==> config.mk <==
export PLATFORM = sky130hd
export DESIGN_NAME = tsu_axis_rx_latency
export DESIGN_NICKNAME = d
export VERILOG_FILES = /design/src/rtl/tsu_pkg.sv /design/src/rtl/tsu_rx_frame_parser.sv /design/src/rtl/tsu_axis_rx_latency.sv
export SDC_FILE = /design/constraint.sdc
export NUM_CORES = 1
export LEC_CHECK = 0
export BUFFER_PORTS_ARGS = -buffer_cell sky130_fd_sc_hd__buf_4
export CORE_ASPECT_RATIO = 0.75
export CORE_MARGIN = 1
export CORE_UTILIZATION = 56
export CTS_CLUSTER_SIZE = 28
export DETAILED_ROUTE_END_ITERATION = 6
export PLACE_DENSITY = 0.84
export SLEW_MARGIN = 15
export SYNTH_ARGS = -nofsm -noshare
export SYNTH_HDL_FRONTEND = slang
export SYNTH_HIERARCHICAL = 1
export SYNTH_SLANG_ARGS = --single-unit
==> constraint.sdc <==
create_clock -name mac_axis_aclk -period 5.1 [get_ports mac_axis_aclk]
set_input_delay 0.765 -clock mac_axis_aclk [delete_from_list [all_inputs] [get_ports mac_axis_aclk]]
set_output_delay 0.765 -clock mac_axis_aclk [all_outputs]
set_load 0.005 [all_outputs]
==> src/rtl/tsu_pkg.sv <==
// Shared types and constants for the RX latency monitor: FSM encoding,
// result record layout and the default critical Ethertype.
package tsu_pkg;

    localparam int          TS_BYTES       = 8;
    localparam int          ETYPE_OFS      = 12;
    localparam logic [15:0] CRIT_ETYPE_DEF = 16'h88B5;

    typedef enum logic [0:0] {
        IDLE  = 1'b0,
        FRAME = 1'b1
    } tsu_state_e;

    typedef struct packed {
        logic [63:0] tx_ts;
        logic [63:0] rx_ts;
        logic [63:0] latency;
        logic        negative;
    } tsu_res_t;

endpackage

==> src/rtl/tsu_rx_frame_parser.sv <==
// Per-frame byte tracking: beat index, Ethertype match and big-endian
// extraction of the embedded TX timestamp.
module tsu_rx_frame_parser
    import tsu_pkg::*;
#(
    parameter logic [15:0] CRIT_ETYPE = CRIT_ETYPE_DEF,
    parameter int          TS_OFFSET  = 20
) (
    input  logic        i_clk,
    input  logic        i_rst_n,
    input  logic        i_tvalid,
    input  logic        i_tready,
    input  logic [7:0]  i_tdata,
    input  logic        i_tlast,
    output logic        o_sof_beat,
    output logic        o_eof_beat,
    output logic        o_crit,
    output logic        o_ts_done,
    output logic [63:0] o_tx_ts
);

    localparam logic [5:0] TS_LO  = 6'(TS_OFFSET);
    localparam logic [5:0] TS_HI  = 6'(TS_OFFSET + TS_BYTES - 1);
    localparam logic [5:0] ET_HI  = 6'(ETYPE_OFS);
    localparam logic [5:0] ET_LO  = 6'(ETYPE_OFS + 1);

    tsu_state_e  r_state;
    tsu_state_e  w_state_nxt;
    logic [5:0]  r_bcnt;
    logic        r_etype_hi_ok;
    logic        r_crit;
    logic        r_ts_done;
    logic [63:0] r_tx_shift;

    logic        w_beat;
    logic        w_sof;
    logic [5:0]  w_idx;
    logic        w_in_ts;
    logic        w_crit_now;
    logic [63:0] w_tx_next;

    // The outputs include the current beat so a frame ending on the last
    // Ethertype or timestamp byte is judged with that byte already counted.
    always_comb begin
        w_beat     = i_tvalid & i_tready;
        w_sof      = w_beat & (r_state == IDLE);
        w_idx      = (r_state == IDLE) ? 6'd0 : r_bcnt;
        w_in_ts    = w_beat && (w_idx >= TS_LO) && (w_idx <= TS_HI);
        w_crit_now = w_beat && (w_idx == ET_LO) && r_etype_hi_ok &&
                     (i_tdata == CRIT_ETYPE[7:0]);
        if (w_in_ts) begin
            w_tx_next = {r_tx_shift[55:0], i_tdata};
        end else begin
            w_tx_next = r_tx_shift;
        end
        o_sof_beat = w_sof;
        o_eof_beat = w_beat & i_tlast;
        o_crit     = r_crit | w_crit_now;
        o_ts_done  = r_ts_done | (w_in_ts && (w_idx == TS_HI));
        o_tx_ts    = w_tx_next;
    end

    // Next-state logic for the frame FSM.
    always_comb begin
        w_state_nxt = r_state;
        case (r_state)
            IDLE: begin
                if (w_beat && !i_tlast) begin
                    w_state_nxt = FRAME;
                end else begin
                    w_state_nxt = IDLE;
                end
            end
            FRAME: begin
                if (w_beat && i_tlast) begin
                    w_state_nxt = IDLE;
                end else begin
                    w_state_nxt = FRAME;
                end
            end
            default: w_state_nxt = IDLE;
        endcase
    end

    // FSM state register.
    always_ff @(posedge i_clk) begin
        if (!i_rst_n) begin
            r_state <= IDLE;
        end else begin
            r_state <= w_state_nxt;
        end
    end

    // Byte counter, Ethertype flags and timestamp shift register.
    always_ff @(posedge i_clk) begin
        if (!i_rst_n) begin
            r_bcnt        <= 6'd0;
            r_etype_hi_ok <= 1'b0;
            r_crit        <= 1'b0;
            r_ts_done     <= 1'b0;
            r_tx_shift    <= 64'd0;
        end else if (w_beat && i_tlast) begin
            r_bcnt        <= 6'd0;
            r_etype_hi_ok <= 1'b0;
            r_crit        <= 1'b0;
            r_ts_done     <= 1'b0;
            r_tx_shift    <= 64'd0;
        end else if (w_beat) begin
            r_bcnt <= (w_idx == 6'd63) ? 6'd63 : (w_idx + 6'd1);
            if (w_sof) begin
                r_etype_hi_ok <= 1'b0;
                r_crit        <= 1'b0;
                r_ts_done     <= 1'b0;
                r_tx_shift    <= 64'd0;
            end else begin
                if (w_idx == ET_HI) begin
                    r_etype_hi_ok <= (i_tdata == CRIT_ETYPE[15:8]);
                end
                if (w_crit_now) begin
                    r_crit <= 1'b1;
                end
                if (o_ts_done) begin
                    r_ts_done <= 1'b1;
                end
                r_tx_shift <= w_tx_next;
            end
        end
    end

endmodule

==> src/rtl/tsu_axis_rx_latency.sv <==
// RX-side latency monitor: stamps each frame's first beat with the RTC and
// reports rx_ts - tx_ts for critical frames through a one-entry register.
module tsu_axis_rx_latency
    import tsu_pkg::*;
#(
    parameter logic [15:0] CRIT_ETYPE = CRIT_ETYPE_DEF,
    parameter int          TS_OFFSET  = 20,
    parameter int          CNT_W      = 32
) (
    input  logic             mac_axis_aclk,
    input  logic             rst_n,
    input  logic             mac_axis_tvalid,
    input  logic             mac_axis_tready,
    input  logic [7:0]       mac_axis_tdata,
    input  logic             mac_axis_tlast,
    input  logic [63:0]      rtc_timer_in,
    output logic             res_valid,
    input  logic             res_ready,
    output logic [63:0]      res_tx_ts,
    output logic [63:0]      res_rx_ts,
    output logic [63:0]      res_latency,
    output logic             res_negative,
    output logic [CNT_W-1:0] cnt_frames,
    output logic [CNT_W-1:0] cnt_critical,
    output logic [CNT_W-1:0] cnt_runt,
    output logic [CNT_W-1:0] cnt_overflow
);

    logic        w_sof;
    logic        w_eof;
    logic        w_crit;
    logic        w_ts_done;
    logic [63:0] w_tx_ts;
    logic        w_gen;
    logic        w_runt;
    logic        w_load;
    tsu_res_t    w_res;

    logic [63:0]      r_rx_ts;
    logic             r_valid;
    tsu_res_t         r_res;
    logic [CNT_W-1:0] r_cnt_frames;
    logic [CNT_W-1:0] r_cnt_critical;
    logic [CNT_W-1:0] r_cnt_runt;
    logic [CNT_W-1:0] r_cnt_overflow;

    tsu_rx_frame_parser #(
        .CRIT_ETYPE (CRIT_ETYPE),
        .TS_OFFSET  (TS_OFFSET)
    ) u_parser (
        .i_clk      (mac_axis_aclk),
        .i_rst_n    (rst_n),
        .i_tvalid   (mac_axis_tvalid),
        .i_tready   (mac_axis_tready),
        .i_tdata    (mac_axis_tdata),
        .i_tlast    (mac_axis_tlast),
        .o_sof_beat (w_sof),
        .o_eof_beat (w_eof),
        .o_crit     (w_crit),
        .o_ts_done  (w_ts_done),
        .o_tx_ts    (w_tx_ts)
    );

    // Result classification and the record that would be loaded this cycle.
    always_comb begin
        w_gen            = w_eof & w_crit & w_ts_done;
        w_runt           = w_eof & w_crit & ~w_ts_done;
        w_load           = w_gen & (~r_valid | res_ready);
        w_res.tx_ts      = w_tx_ts;
        w_res.rx_ts      = r_rx_ts;
        w_res.latency    = r_rx_ts - w_tx_ts;
        w_res.negative   = w_res.latency[63];
    end

    // RX timestamp capture on the first beat of every frame.
    always_ff @(posedge mac_axis_aclk) begin
        if (!rst_n) begin
            r_rx_ts <= 64'd0;
        end else if (w_sof) begin
            r_rx_ts <= rtc_timer_in;
        end else begin
            r_rx_ts <= r_rx_ts;
        end
    end

    // One-entry result register; a full, unread entry wins over a new one.
    always_ff @(posedge mac_axis_aclk) begin
        if (!rst_n) begin
            r_valid <= 1'b0;
            r_res   <= '0;
        end else if (w_load) begin
            r_valid <= 1'b1;
            r_res   <= w_res;
        end else if (r_valid && res_ready) begin
            r_valid <= 1'b0;
        end else begin
            r_valid <= r_valid;
        end
    end

    // Statistics counters, free-running and wrapping.
    always_ff @(posedge mac_axis_aclk) begin
        if (!rst_n) begin
            r_cnt_frames   <= '0;
            r_cnt_critical <= '0;
            r_cnt_runt     <= '0;
            r_cnt_overflow <= '0;
        end else begin
            if (w_eof) begin
                r_cnt_frames <= r_cnt_frames + CNT_W'(1);
            end
            if (w_gen) begin
                r_cnt_critical <= r_cnt_critical + CNT_W'(1);
            end
            if (w_runt) begin
                r_cnt_runt <= r_cnt_runt + CNT_W'(1);
            end
            if (w_gen && !w_load) begin
                r_cnt_overflow <= r_cnt_overflow + CNT_W'(1);
            end
        end
    end

    assign res_valid    = r_valid;
    assign res_tx_ts    = r_res.tx_ts;
    assign res_rx_ts    = r_res.rx_ts;
    assign res_latency  = r_res.latency;
    assign res_negative = r_res.negative;
    assign cnt_frames   = r_cnt_frames;
    assign cnt_critical = r_cnt_critical;
    assign cnt_runt     = r_cnt_runt;
    assign cnt_overflow = r_cnt_overflow;

endmodule

## Word-level counts from Yosys, hierarchy flattened

Index checks and enable logic that the tools add are counted.

- Flip-flop bits (word level): 460
- Input port bits: 78
- Output and inout bits: 322
- Word-level logic and storage cells: 79

- $add $sub $neg: 6
- $lt $le $gt $ge: 2
- Eq/ne operators: 6
- Mux-type cells: 15
- Bitwise gates (word level): 14
- Reduce and logical (&&, ||, !) cells: 20

Operators with widths:

| operator | number |
|---|---|
| adder 32 x 1 -> 32 bit, second input constant | 4 |
| 2-to-1 mux 64 bit | 2 |
| subtractor 64 bit | 1 |
| == test 8 bit, second input constant | 2 |
| == test 6 x 4 -> 1 bit, second input constant | 2 |
| 2-to-1 mux 6 bit | 2 |
| logical AND 1 bit | 10 |
| 2-to-1 mux 1 bit | 10 |
| nonzero test 2 bit | 4 |
| bitwise AND 1 bit | 7 |
| adder 6 x 1 -> 6 bit, second input constant | 1 |
| == test 6 x 5 -> 1 bit, second input constant | 1 |
| == test 6 bit, second input constant | 1 |
| greater-or-equal comparator 6 x 5 -> 1 bit, second input constant | 1 |
| <= comparator 6 x 5 -> 1 bit, second input constant | 1 |
| AND reduction 2 bit | 3 |
| inverter 1 bit | 4 |
| OR 1 bit | 3 |
| logical NOT 1 bit | 2 |
| one-hot mux 1 bit (2 select lines) | 1 |
| OR reduction 2 bit | 1 |

## Logic depth before layout (Yosys ltp)

Gate-level depths: netlist (run 1).

- Word-level depth: 11
- Depth in mapped cells: 19
- Gate-level depth less buffers: 16

## Cells and area by module

The synthesis (run 1) kept the hierarchy.

By module, submodules not included:

| module | times used | cells each | area each (sq um) | sequential area each (sq um) |
|---|---|---|---|---|
| tsu_axis_rx_latency | 1 | 2278 | 18202.5 | 7707.4 |
| tsu_rx_frame_parser | 1 | 295 | 3428.3 | 1481.4 |

## Worst setup path after synthesis (run 1)

Ideal clock, no wire load.

- Path kind: input-to-reg
- From: in mac_axis_tvalid
- To: reg r_res (netlist bit res_latency[40])
- Arrival: 4.323 ns
- Required time: 5.038 ns
- Slack: 0.715 ns
- Stages on the path: 18
- Path buffers: 2
- Cell sequence: and2_1 clkbuf_2 nand2_2 nor2_4 buf_6 mux2_2 ha_1 fa_1 and2b_1 o2111ai_1 a211oi_1 o2111ai_1 a21oi_1 inv_1 o21ai_2 a21oi_1 or4_1 nand3_1

RTL lines:

| element | RTL line | source |
|---|---|---|
| start: declaration | tsu_axis_rx_latency.sv:12 | `input logic mac_axis_tvalid,` |
| end signal: assignment | tsu_axis_rx_latency.sv:93 | `r_res <= w_res;` |
| end: declaration | tsu_axis_rx_latency.sv:41 | `tsu_res_t r_res;` |

==> results.py, run 1 <==
metrics = {
    "setup_path": {
        "crit_fanout": 29,
        "crit_required_ns": 5.58,
        "rr_endpoint": "res_latency[58]",
        "crit_buf_inv": 1,
        "crit_chain": "xor2_2 -> nand2_2 -> nor2_4 -> buf_12 -> mux2_2 -> fa_1 -> and2b_1 -> o2111ai_1 -> nand2_1 -> o21ai_0 -> a311oi_1 -> nor2_1 -> o211ai_1 -> nand3_1 -> mux2_2 -> o211ai_1",
        "ff2ff_path_depth": 16,
        "cp_slowest_cell": "a311oi_1",
        "r2r-start": "u_parser/r_bcnt[2]",
        "slowest_delay_ns": 0.55,
        "ff2ff_setup_slack_ns": 0.43,
        "crit_arrival_ns": 5.15,
        "end_kind": "flip-flop",
        "critPathKind": "flip-flop to flip-flop",
        "critPathLaunchType": "flip-flop",
        "cp_top_family": "compound AO/OA/AOI/OAI gates",
    },
    "detailed_routing": {
        "antenna_left": 0,
        "drt_iter0_drc": 1632,
        "vias": 19964,
        "wire_per_inst_um": 18.67,
        "drc": 0,
        "drt-vias-per-instance": 5.820,
        "routed_wl_um": 64050,
        "drt_pre_antenna_iters": 6,
    },
    "die": {
        "pin_count": 400,
        "fp-row-count": 61,
        "core_area_um2": 37550,
        "die_w_um": 228.9,
        "fp.dieArea_um2": 39420,
        "die_h_um": 172.2,
        "start_util": 0.5760,
    },
    "global_route": {
        "track_usage": 0.3140,
        "grt_pass1_wl_um": 100200,
        "busiest_layer": "met2",
        "grt_max_degree": 136,
        "gr-usage-met3": 0.06992,
        "grt_pass1_vias": 18708,
        "grt_overflow": 0,
        "use_met1": 0.4276,
        "met2_usage": 0.4920,
        "antenna_found_initial": 1,
    },
    "sta": {
        "layout_min_cycle_time_ns": 4.668,
        "hold_slack_ns": 0.4264,
        "final.setup.tns_ns": 0,
        "fin_crit_sh": 0.9153,
        "rsz0062_at_grt": "no",
        "drv_slew": 0,
        "tightest_slew_ns": 0.8117,
        "fmax_mhz": 214.2,
        "setup_violations": 0,
        "skew_ns": 0.01850,
        "hold_viol": 0,
        "slew_headroom": 0.4589,
    },
    "logic_synthesis": {
        "syn_inst": 2573,
        "yosys.area.top_type_share": 0.4248,
        "synth.area.top_cells": "dfxtp_1 42%, nand2_1 8.1%, a21oi_1 6.3%",
        "syn_area_per_cell_um2": 8.407,
        "ys_seq_area_frac": 0.4248,
        "netlist_area_um2": 21630,
        "ys_seq_elements": 459,
        "synth_fp_nets": 2720,
        "async_flop_share": 0,
        "synth_cell_types": 83,
        "synth_top_area_cell": "dfxtp_1",
        "synth_edf_count": 0,
        "ys.warnings.count": 6,
        "synthFlopType": "dfxtp_1",
    },
    "cts": {
        "cts.sinks": 459,
        "holdBufCountCts": 0,
        "clkLatencyLatePin_ns": 0.56,
        "cts_buffers": 43,
        "cts_tree": "done",
        "cts-root-buf": "clkbuf_16",
        "ctsResizeCount": 0,
        "clockBufferDepth": 3,
        "clkTransAtPathRegs_ns": 0.06,
        "htreeDepth": 2,
        "post_cts_buffers": 0,
    },
    "worst_hold_path": {
        "hp-class": "input port to flip-flop",
        "min_to": "u_parser/r_tx_shift[1]",
        "worstHoldPathCells": 2,
        "worstHoldStart": "mac_axis_tdata[1]",
    },
    "final_layout": {
        "stdcell_count": 3430,
        "antenna_cells": 0,
        "area_growth_pct": 21.19,
        "finalCoreUtilization": 0.6981,
        "drive_above_1_share": 0.2126,
        "nNetsFinal": 3043,
    },
    "pwr": {
        "power_density_nw_per_um2": 297.7,
        "intPower_w": 0.005799,
        "irDropWorstVdd_v": 0.0002266,
        "p_leak_nw": 10.88,
        "p_comb_frac": 0.122,
        "p_clk_frac": 0.411,
        "p_sw_w": 0.002004,
        "seqPwrFrac": 0.467,
        "switching_share": 0.2568,
    },
    "place": {
        "place_inst": 3354,
        "hpwlAfterDp_um": 47120,
        "io_buffers": 399,
        "place_congestion": 0.9782,
    },
    "run": {
        "drv_cap": 0,
    },
    "status": {
        "outcome": "finished clean",
    },
}
## power by group through the flow
stage	Clock (W)	Combinational [W]	Sequential, W
floorplan	0	0.000672	0.00371
global placement	0	0.000919	0.00372
detailed placement	0	0.000918	0.00373
CTS	0.00326	0.000927	0.00364
global route	0.00341	0.00102	0.00365
finish	0.00321	0.000951	0.00365
## cells in the final DEF (no fill, tap or decap), drive strengths merged, types with 4 or more instances in the layout
cell type,n
a21oi,273
nand2b,13
and3,33
xor2,107
mux2i,70
a311oi,4
xnor2,52
nor3,30
mux2,65
nor4,5
o211ai,12
and2,9
nand2,470
a21boi,4
nor2,244
ha,68
o21bai,11
dfxtp,459
a31oi,13
or3,24
a211oi,11
buf,422
and2b,4
nand4,54
clkinv,8
a22o,64
a21o,30
o21ai,75
and4,10
clkbuf,61
nand3,69
o21a,6
inv,92
## how the worst max path moves through the flow
stage                             startpoint              end  slack [ns]  cells past startpoint
after floorplan              mac_axis_tvalid  res_latency[40]        0.71                     18
after global placement       mac_axis_tvalid  res_latency[58]        0.16                     17
after detailed placement     mac_axis_tvalid  res_latency[58]        0.04                     17
after CTS                 u_parser/r_bcnt[2]  res_latency[58]        0.50                     16
after global routing      u_parser/r_bcnt[2]  res_latency[58]        0.22                     16
final                     u_parser/r_bcnt[2]  res_latency[58]        0.43                     16
## cell type report
cell class	instances	area, um^2
clock buffer	61	1255
clock inverter	14	143.9
fill	2979	11340
inverter	90	345.3
multi-input combinational	1880	11440
sequential	459	9189
tap	504	630.6
timing repair buffer	422	3213
## cell usage after synthesis (13+ instances only)
library cell / number
and3_1: 33
buf_1: 15
nand4_1: 53
a21o_1: 30
ha_1: 68
nand2b_1: 13
a22o_2: 38
nor3_1: 24
dfxtp_1: 459
xnor2_1: 52
mux2i_1: 70
clkbuf_1: 85
nand3_1: 69
inv_1: 89
nor2_1: 241
buf_2: 21
xor2_1: 106
buf_6: 13
or3_1: 24
nand2_1: 468
a21oi_1: 273
o21ai_0: 68
mux2_2: 60
a22o_1: 26
## stage by stage
step           total power (W)  setup slack [ns]  cell area, um^2
3_3_place_gp          0.004644            0.1607            24780
5_1_grt               0.008080            0.2188            26210
4_1_cts               0.007827            0.4986            26180
2_1_floorplan         0.004379            0.7145            21630
6_report              0.007804            0.4320            26210
3_5_place_dp          0.004643           0.04230            24780
## per-layer routing
layer | vias to the layer above | wire length [um]
met3 | 145 | 5410
met5 | - | 10
li1 | 9485 | -
met4 | 2 | 2073
met2 | 788 | 28310
met1 | 9544 | 28250
## cells by family (layout without fill, tap and decap cells)
kind of cell               count (synthesis)  count (layout)  synth area share
AOI/OAI and AO/OA                        533             533            0.1538
xor gates and xnor gates                 159             159           0.06473
muxes                                    135             135           0.06623
buffers and inverters                    234             587           0.04760
adders and majority gates                 69              69           0.04026
DFF                                      459             459            0.4248
and+or+nand+nor                          984             984            0.2026
## sequential cells by signal (all words and copies together), names as in the netlist, 6 cells and up, named ones only
register	flops
res_latency	64
res_rx_ts	64
u_parser/r_tx_shift	64
cnt_frames	32
cnt_overflow	32
r_rx_ts	64
cnt_critical	32
res_tx_ts	64
cnt_runt	32
u_parser/r_bcnt	6
(Power assumes the default switching activity.)
==> inputs of run 2 (changes only) <==
--- a/config.mk
+++ b/config.mk
@@ -5,13 +5,14 @@
 export SDC_FILE = /design/constraint.sdc
 export NUM_CORES = 1
 export LEC_CHECK = 0
+export ABC_AREA = 1
 export BUFFER_PORTS_ARGS = -buffer_cell sky130_fd_sc_hd__buf_4
 export CORE_ASPECT_RATIO = 0.75
 export CORE_MARGIN = 1
-export CORE_UTILIZATION = 56
+export CORE_UTILIZATION = 58
 export CTS_CLUSTER_SIZE = 28
 export DETAILED_ROUTE_END_ITERATION = 6
-export PLACE_DENSITY = 0.84
+export PLACE_DENSITY = 0.85
 export SLEW_MARGIN = 15
 export SYNTH_ARGS = -nofsm -noshare
 export SYNTH_HDL_FRONTEND = slang
==> results.py, run 2 <==
metrics = {
    "cts": {
        "cts-root-buf": "clkbuf_16",
        "post_cts_buffers": 0,
        "clkLatencyLatePin_ns": 0.57,
        "ctsResizeCount": 0,
        "cts.sinks": 459,
        "holdBufCountCts": 0,
        "htreeDepth": 2,
        "clockBufferDepth": 3,
        "cts_tree": "done",
        "cts_buffers": 46,
        "clkTransAtPathRegs_ns": 0.06,
    },
    "logic_synthesis": {
        "ys_top_cells_by_count": "875 x nand2_1, 685 x nor2_1, 662 x inv_1",
        "synthFlopType": "dfxtp_1",
        "synth_edf_count": 0,
        "ys.warnings.count": 6,
        "synth_top_area_cell": "dfxtp_1",
        "yosysMostFrequentCell": "nand2_1",
        "synth_fp_nets": 4107,
        "synth_cell_types": 51,
        "synthMuxAreaShare": 0,
        "synth_top_family_by_area": "simple AND/OR/NAND/NOR gates",
        "yosys.area.top_type_share": 0.3625,
        "async_flop_share": 0,
        "yosys.area_share.adder": 0.03436,
        "synth_compound_area_frac": 0.1071,
        "synthSimpleGateAreaFrac": 0.3537,
        "ys_seq_elements": 459,
        "ys_seq_area_frac": 0.3625,
        "netlist_area_um2": 25350,
        "synth.area.top_cells": "dfxtp_1 36%, nand2_1 13%, nor2_1 10%",
        "syn_inst": 3960,
        "syn_area_per_cell_um2": 6.401,
        "synth_xor_area_frac": 0.01693,
    },
    "detailed_routing": {
        "routed_wl_um": 78010,
        "antenna_left": 0,
        "drt-vias-per-instance": 5.242,
        "vias": 25638,
        "drt_iter0_drc": 2313,
        "wire_per_inst_um": 15.95,
        "drc": 0,
        "drt_pre_antenna_iters": 6,
    },
    "global_route": {
        "grt_pass1_vias": 22825,
        "track_usage": 0.3387,
        "antenna_found_initial": 0,
        "grt_pass1_wl_um": 122100,
        "grt_max_degree": 187,
        "grt_overflow": 0,
    },
    "setup_path": {
        "crit_fanout": 64,
        "end_kind": "flip-flop",
        "critPathLaunchType": "flip-flop",
        "crit_required_ns": 5.54,
        "critPathKind": "flip-flop to flip-flop",
        "crit_arrival_ns": 4.70,
    },
    "sta": {
        "layout_min_cycle_time_ns": 4.256,
        "hold_viol": 0,
        "skew_ns": 0.02454,
        "final.setup.tns_ns": 0,
        "setup_violations": 0,
        "fmax_mhz": 235.0,
        "tightest_slew_ns": 0.9959,
        "slew_headroom": 0.3361,
        "rsz0062_at_grt": "no",
        "fin_crit_sh": 0.8345,
        "drv_slew": 0,
    },
    "worst_hold_path": {
        "hp-class": "input port to flip-flop",
    },
    "place": {
        "dpl_cell_area_um2": 28630,
        "hpwlAfterDp_um": 58300,
        "place_congestion": 0.9751,
        "io_buffers": 399,
    },
    "die": {
        "pin_count": 400,
        "die_w_um": 243.4,
        "core_area_um2": 42530,
        "fp.dieArea_um2": 44550,
        "start_util": 0.5959,
        "die_h_um": 183.0,
        "fp-row-count": 65,
    },
    "pwr": {
        "power_density_nw_per_um2": 283.1,
        "p_leak_nw": 15.25,
        "irDropWorstVdd_v": 0.0002426,
    },
    "final_layout": {
        "antenna_cells": 0,
        "nNetsFinal": 4436,
        "area_growth_pct": 18.96,
        "drive_above_1_share": 0.1372,
        "final_area_um2": 30150,
        "layout_commonest_cell": "nand2_1",
        "final_cell_mix": "875 x nand2_1, 684 x nor2_1, 659 x inv_1",
    },
    "status": {
        "outcome": "finished clean",
    },
    "run": {
        "drv_cap": 0,
    },
}
## run 2: cell types whose count changed after synthesis, sizes merged, moves of 65 or more
cell   previous run  this run
a21oi           273       194
inv              89       666
mux2             65         0
mux2i            70         0
nand2           470       882
nand3            69       260
nor2            244       699
o21ai            75       293
xor2            107        36
## run 2: worst max-delay path, stage by stage (launching register included)
cell     delay [ns]
dfxtp_1        0.48
nand3_2        0.21
nand2_1        0.08
inv_2          0.06
buf_4          0.73
nand3_2        0.17
and2_1         0.26
ha_1           0.26
fa_1           0.43
inv_1          0.11
nand3_1        0.07
nand2_1        0.17
nand2_1        0.07
nand2_1        0.17
nand2_1        0.09
nand3_1        0.18
nand2_1        0.12
nand3_1        0.08
nand2_1        0.05
nor2_1         0.25
nor2_1         0.06
## run 2: power by group
part	switching, W	internal [W]
logic	0.000995	0.000437
registers	0.0000459	0.00362
clock network	0.00144	0.00199
## run 2: cell type report
| class | instances | area (um^2) |
|---|---|---|
| sequential | 459 | 9189 |
| clock buffer | 71 | 1406 |
| multi-input combinational | 2698 | 13000 |
| timing repair buffer | 418 | 3229 |
| fill | 3777 | 12380 |
| tap | 569 | 711.9 |
| inverter | 666 | 2501 |
| clock inverter | 10 | 113.9 |
## run 2: cells by family after synthesis
kind of cell / after synthesis
buffers and inverters: 803
DFF: 459
xor gates and xnor gates: 49
and+or+nand+nor: 2057
AOI/OAI and AO/OA: 523
adders and majority gates: 69
## run 2: worst paths after layout
path                                         start            endpoint  slack (ns)  cells past startpoint
worst max-delay path                     flip-flop     res_latency[40]        0.84                     20
worst min register to register  u_parser/r_ts_done  u_parser/r_ts_done        0.47                      2
worst min-delay path              rtc_timer_in[13]         r_rx_ts[13]        0.42                      3
worst max register to register           flip-flop     res_latency[40]        0.84                     20
## run 2: routing by layer
metal	wire, um	vias up	GRT usage
met5	0	-	0
met1	34520	11433	0.4680
met3	5931	168	0.04317
met4	2921	0	0.1245
met2	34640	1050	0.5411
li1	-	12987	-
## run 2: stage by stage
step / hold WS [ns] / setup slack (ns) / total power [W] / utilization / instances
6_report: 0.4188 / 0.8441 / 0.008537 / 0.7089 / 4891
5_1_grt: 0.4131 / 0.5565 / 0.008885 / 0.7089 / 4891
4_1_cts: 0.4096 / 0.9465 / 0.008528 / 0.7089 / 4891
3_5_place_dp: 0.4563 / 0.7592 / 0.005134 / 0.6732 / 4810
3_3_place_gp: 0.4501 / 0.7884 / 0.005125 / 0.6732 / 4810
2_1_floorplan: 0.4446 / 1.717 / 0.004718 / - / 3960
==> inputs of run 3 (changes only) <==
==> constraint.sdc (replaced) <==
create_clock -name mac_axis_aclk -period 4 [get_ports mac_axis_aclk]
set_input_delay 0.6 -clock mac_axis_aclk [delete_from_list [all_inputs] [get_ports mac_axis_aclk]]
set_output_delay 0.6 -clock mac_axis_aclk [all_outputs]
set_load 0.005 [all_outputs]
==> results.py, run 3 (synthesis results as in run 2) <==
metrics = {
    "final_layout": {
        "area_growth_pct": 18.97,
        "fillCellCount": 3718,
        "nNetsFinal": 4439,
        "finalCoreUtilization": 0.7090,
        "layout_commonest_cell": "nand2_1",
        "drive_above_1_share": 0.1383,
        "final_cell_mix": "875 x nand2_1, 684 x nor2_1, 659 x inv_1",
        "antenna_cells": 0,
    },
    "detailed_routing": {
        "antenna_left": 0,
        "drt_pre_antenna_iters": 6,
        "wire_per_inst_um": 15.96,
        "drt-vias-per-instance": 5.284,
        "drt_iter0_drc": 2536,
        "vias": 25847,
        "routed_wl_um": 78100,
        "drc": 0,
    },
    "sta": {
        "drv_slew": 0,
        "hold_viol": 0,
        "tightest_slew_ns": 1.034,
        "skew_ns": 0.01497,
        "fin_crit_sh": 0.9124,
        "final.setup.tns_ns": 0,
        "fmax_mhz": 274.0,
        "layout_min_cycle_time_ns": 3.650,
        "rsz0062_at_grt": "no",
        "setup_violations": 0,
        "slew_headroom": 0.3106,
    },
    "status": {
        "outcome": "finished clean",
    },
    "die": {
        "fp-row-count": 65,
        "start_util": 0.5959,
        "pin_count": 400,
        "fp.dieArea_um2": 44550,
        "core_area_um2": 42530,
        "die_h_um": 183.0,
        "die_w_um": 243.4,
    },
    "setup_path": {
        "crit_fanout": 56,
        "critPathKind": "flip-flop to flip-flop",
        "ff2ff_setup_slack_ns": 0.35,
        "critPathLaunchType": "flip-flop",
        "crit_arrival_ns": 4.11,
        "end_kind": "flip-flop",
        "crit_required_ns": 4.46,
        "ff2ff_path_depth": 19,
    },
    "worst_hold_path": {
        "hp-class": "input port to flip-flop",
        "worstHoldPathCells": 3,
    },
    "place": {
        "io_buffers": 399,
        "hpwlAfterDp_um": 58590,
        "place_congestion": 1.004,
    },
    "global_route": {
        "grt_max_degree": 165,
        "antenna_found_initial": 0,
        "grt_pass1_wl_um": 123400,
        "track_usage": 0.3423,
        "grt_overflow": 0,
        "grt_pass1_vias": 23104,
    },
    "cts": {
        "clkLatencyLatePin_ns": 0.57,
        "cts_tree": "done",
        "clockBufferDepth": 3,
        "cts_buffers": 46,
        "htreeDepth": 2,
        "clkTransAtPathRegs_ns": 0.06,
        "cts.sinks": 459,
        "cts-root-buf": "clkbuf_16",
    },
    "run": {
        "drv_cap": 0,
    },
    "pwr": {
        "p_leak_nw": 15.27,
        "power_density_nw_per_um2": 359.2,
        "irDropWorstVdd_v": 0.0003080,
    },
}
run 3: changes by cell type in the layout (fill, tap and decap cells not counted), moves of 2 or more:
cell	change
buf_4	+3
clkbuf_8	-3
inv_6	-2
clkbuf_1	-3
clkbuf_16	+2
clkinv_2	+4
run 3: cell type report:
type,count,area [um^2],share of cell area
well taps,569,711.9,0.02361
repair buffers,421,3252,0.1078
inverters,666,2501,0.08294
flip-flops and latches,459,9190,0.3047
multi-input cells,2698,13000,0.4312
clock inverters,12,95.09,0.003153
clock buffers,67,1404,0.04655
run 3: worst paths after layout:
| kind | from | endpoint |
|---|---|---|
| setup reg to reg | flip-flop | res_latency[24] |
| hold / removal | rtc_timer_in[8] | r_rx_ts[8] |
| hold reg to reg | cnt_frames[8] | cnt_frames[8] |
| setup / recovery | flip-flop | res_latency[24] |
run 3: power breakdown:
group / total [W] / internal, W / switching, W
Sequential: 0.00468 / 0.00462 / 0.0000591
Combinational: 0.00182 / 0.000560 / 0.00126
Clock: 0.00433 / 0.00249 / 0.00184
run 3: critical path, stage by stage, from the launching register on:
cell,delay (ns)
dfxtp_2,0.50
nand3_2,0.16
nand2_1,0.10
inv_2,0.11
nand3_2,0.22
buf_12,0.27
nand2_1,0.13
and2_1,0.16
inv_1,0.10
ha_1,0.31
nand2_1,0.17
inv_1,0.06
nand2_1,0.06
nand2_1,0.07
a21oi_1,0.25
nand3_1,0.26
xnor2_1,0.34
nand2_1,0.08
o211ai_1,0.10
inv_1,0.05
run 3: repair_timing:
item,CTS,global route
gates resized for setup,0,1
hold buffers,0,0
setup buffers,0,0
endpoints found under the setup margin,0,24
run 3: per-stage QoR:
stage          area, um^2  hold WS, ns  power (W)  instances  worst slack, ns
2_1_floorplan       25350       0.4446   0.006016       3960           0.7817
3_3_place_gp        28660       0.4563   0.006533       4813           0.3447
3_5_place_dp        28660       0.4620   0.006541       4813           0.3067
4_1_cts             30160       0.2356    0.01083       4892           0.2604
5_1_grt             30160       0.2491    0.01129       4892          0.01394
6_report            30160       0.2534    0.01083       4892           0.3504
run 3: layer usage:
| metal | vias up | track usage | part of all wire |
|---|---|---|---|
| met1 | 11569 | 0.4746 | 0.45 |
| met2 | 1101 | 0.5435 | 0.44 |
| met3 | 197 | 0.04317 | 0.075 |
| met4 | 0 | 0.1301 | 0.040 |
| li1 | 12980 | - | - |
| met5 | - | 0 | 0 |
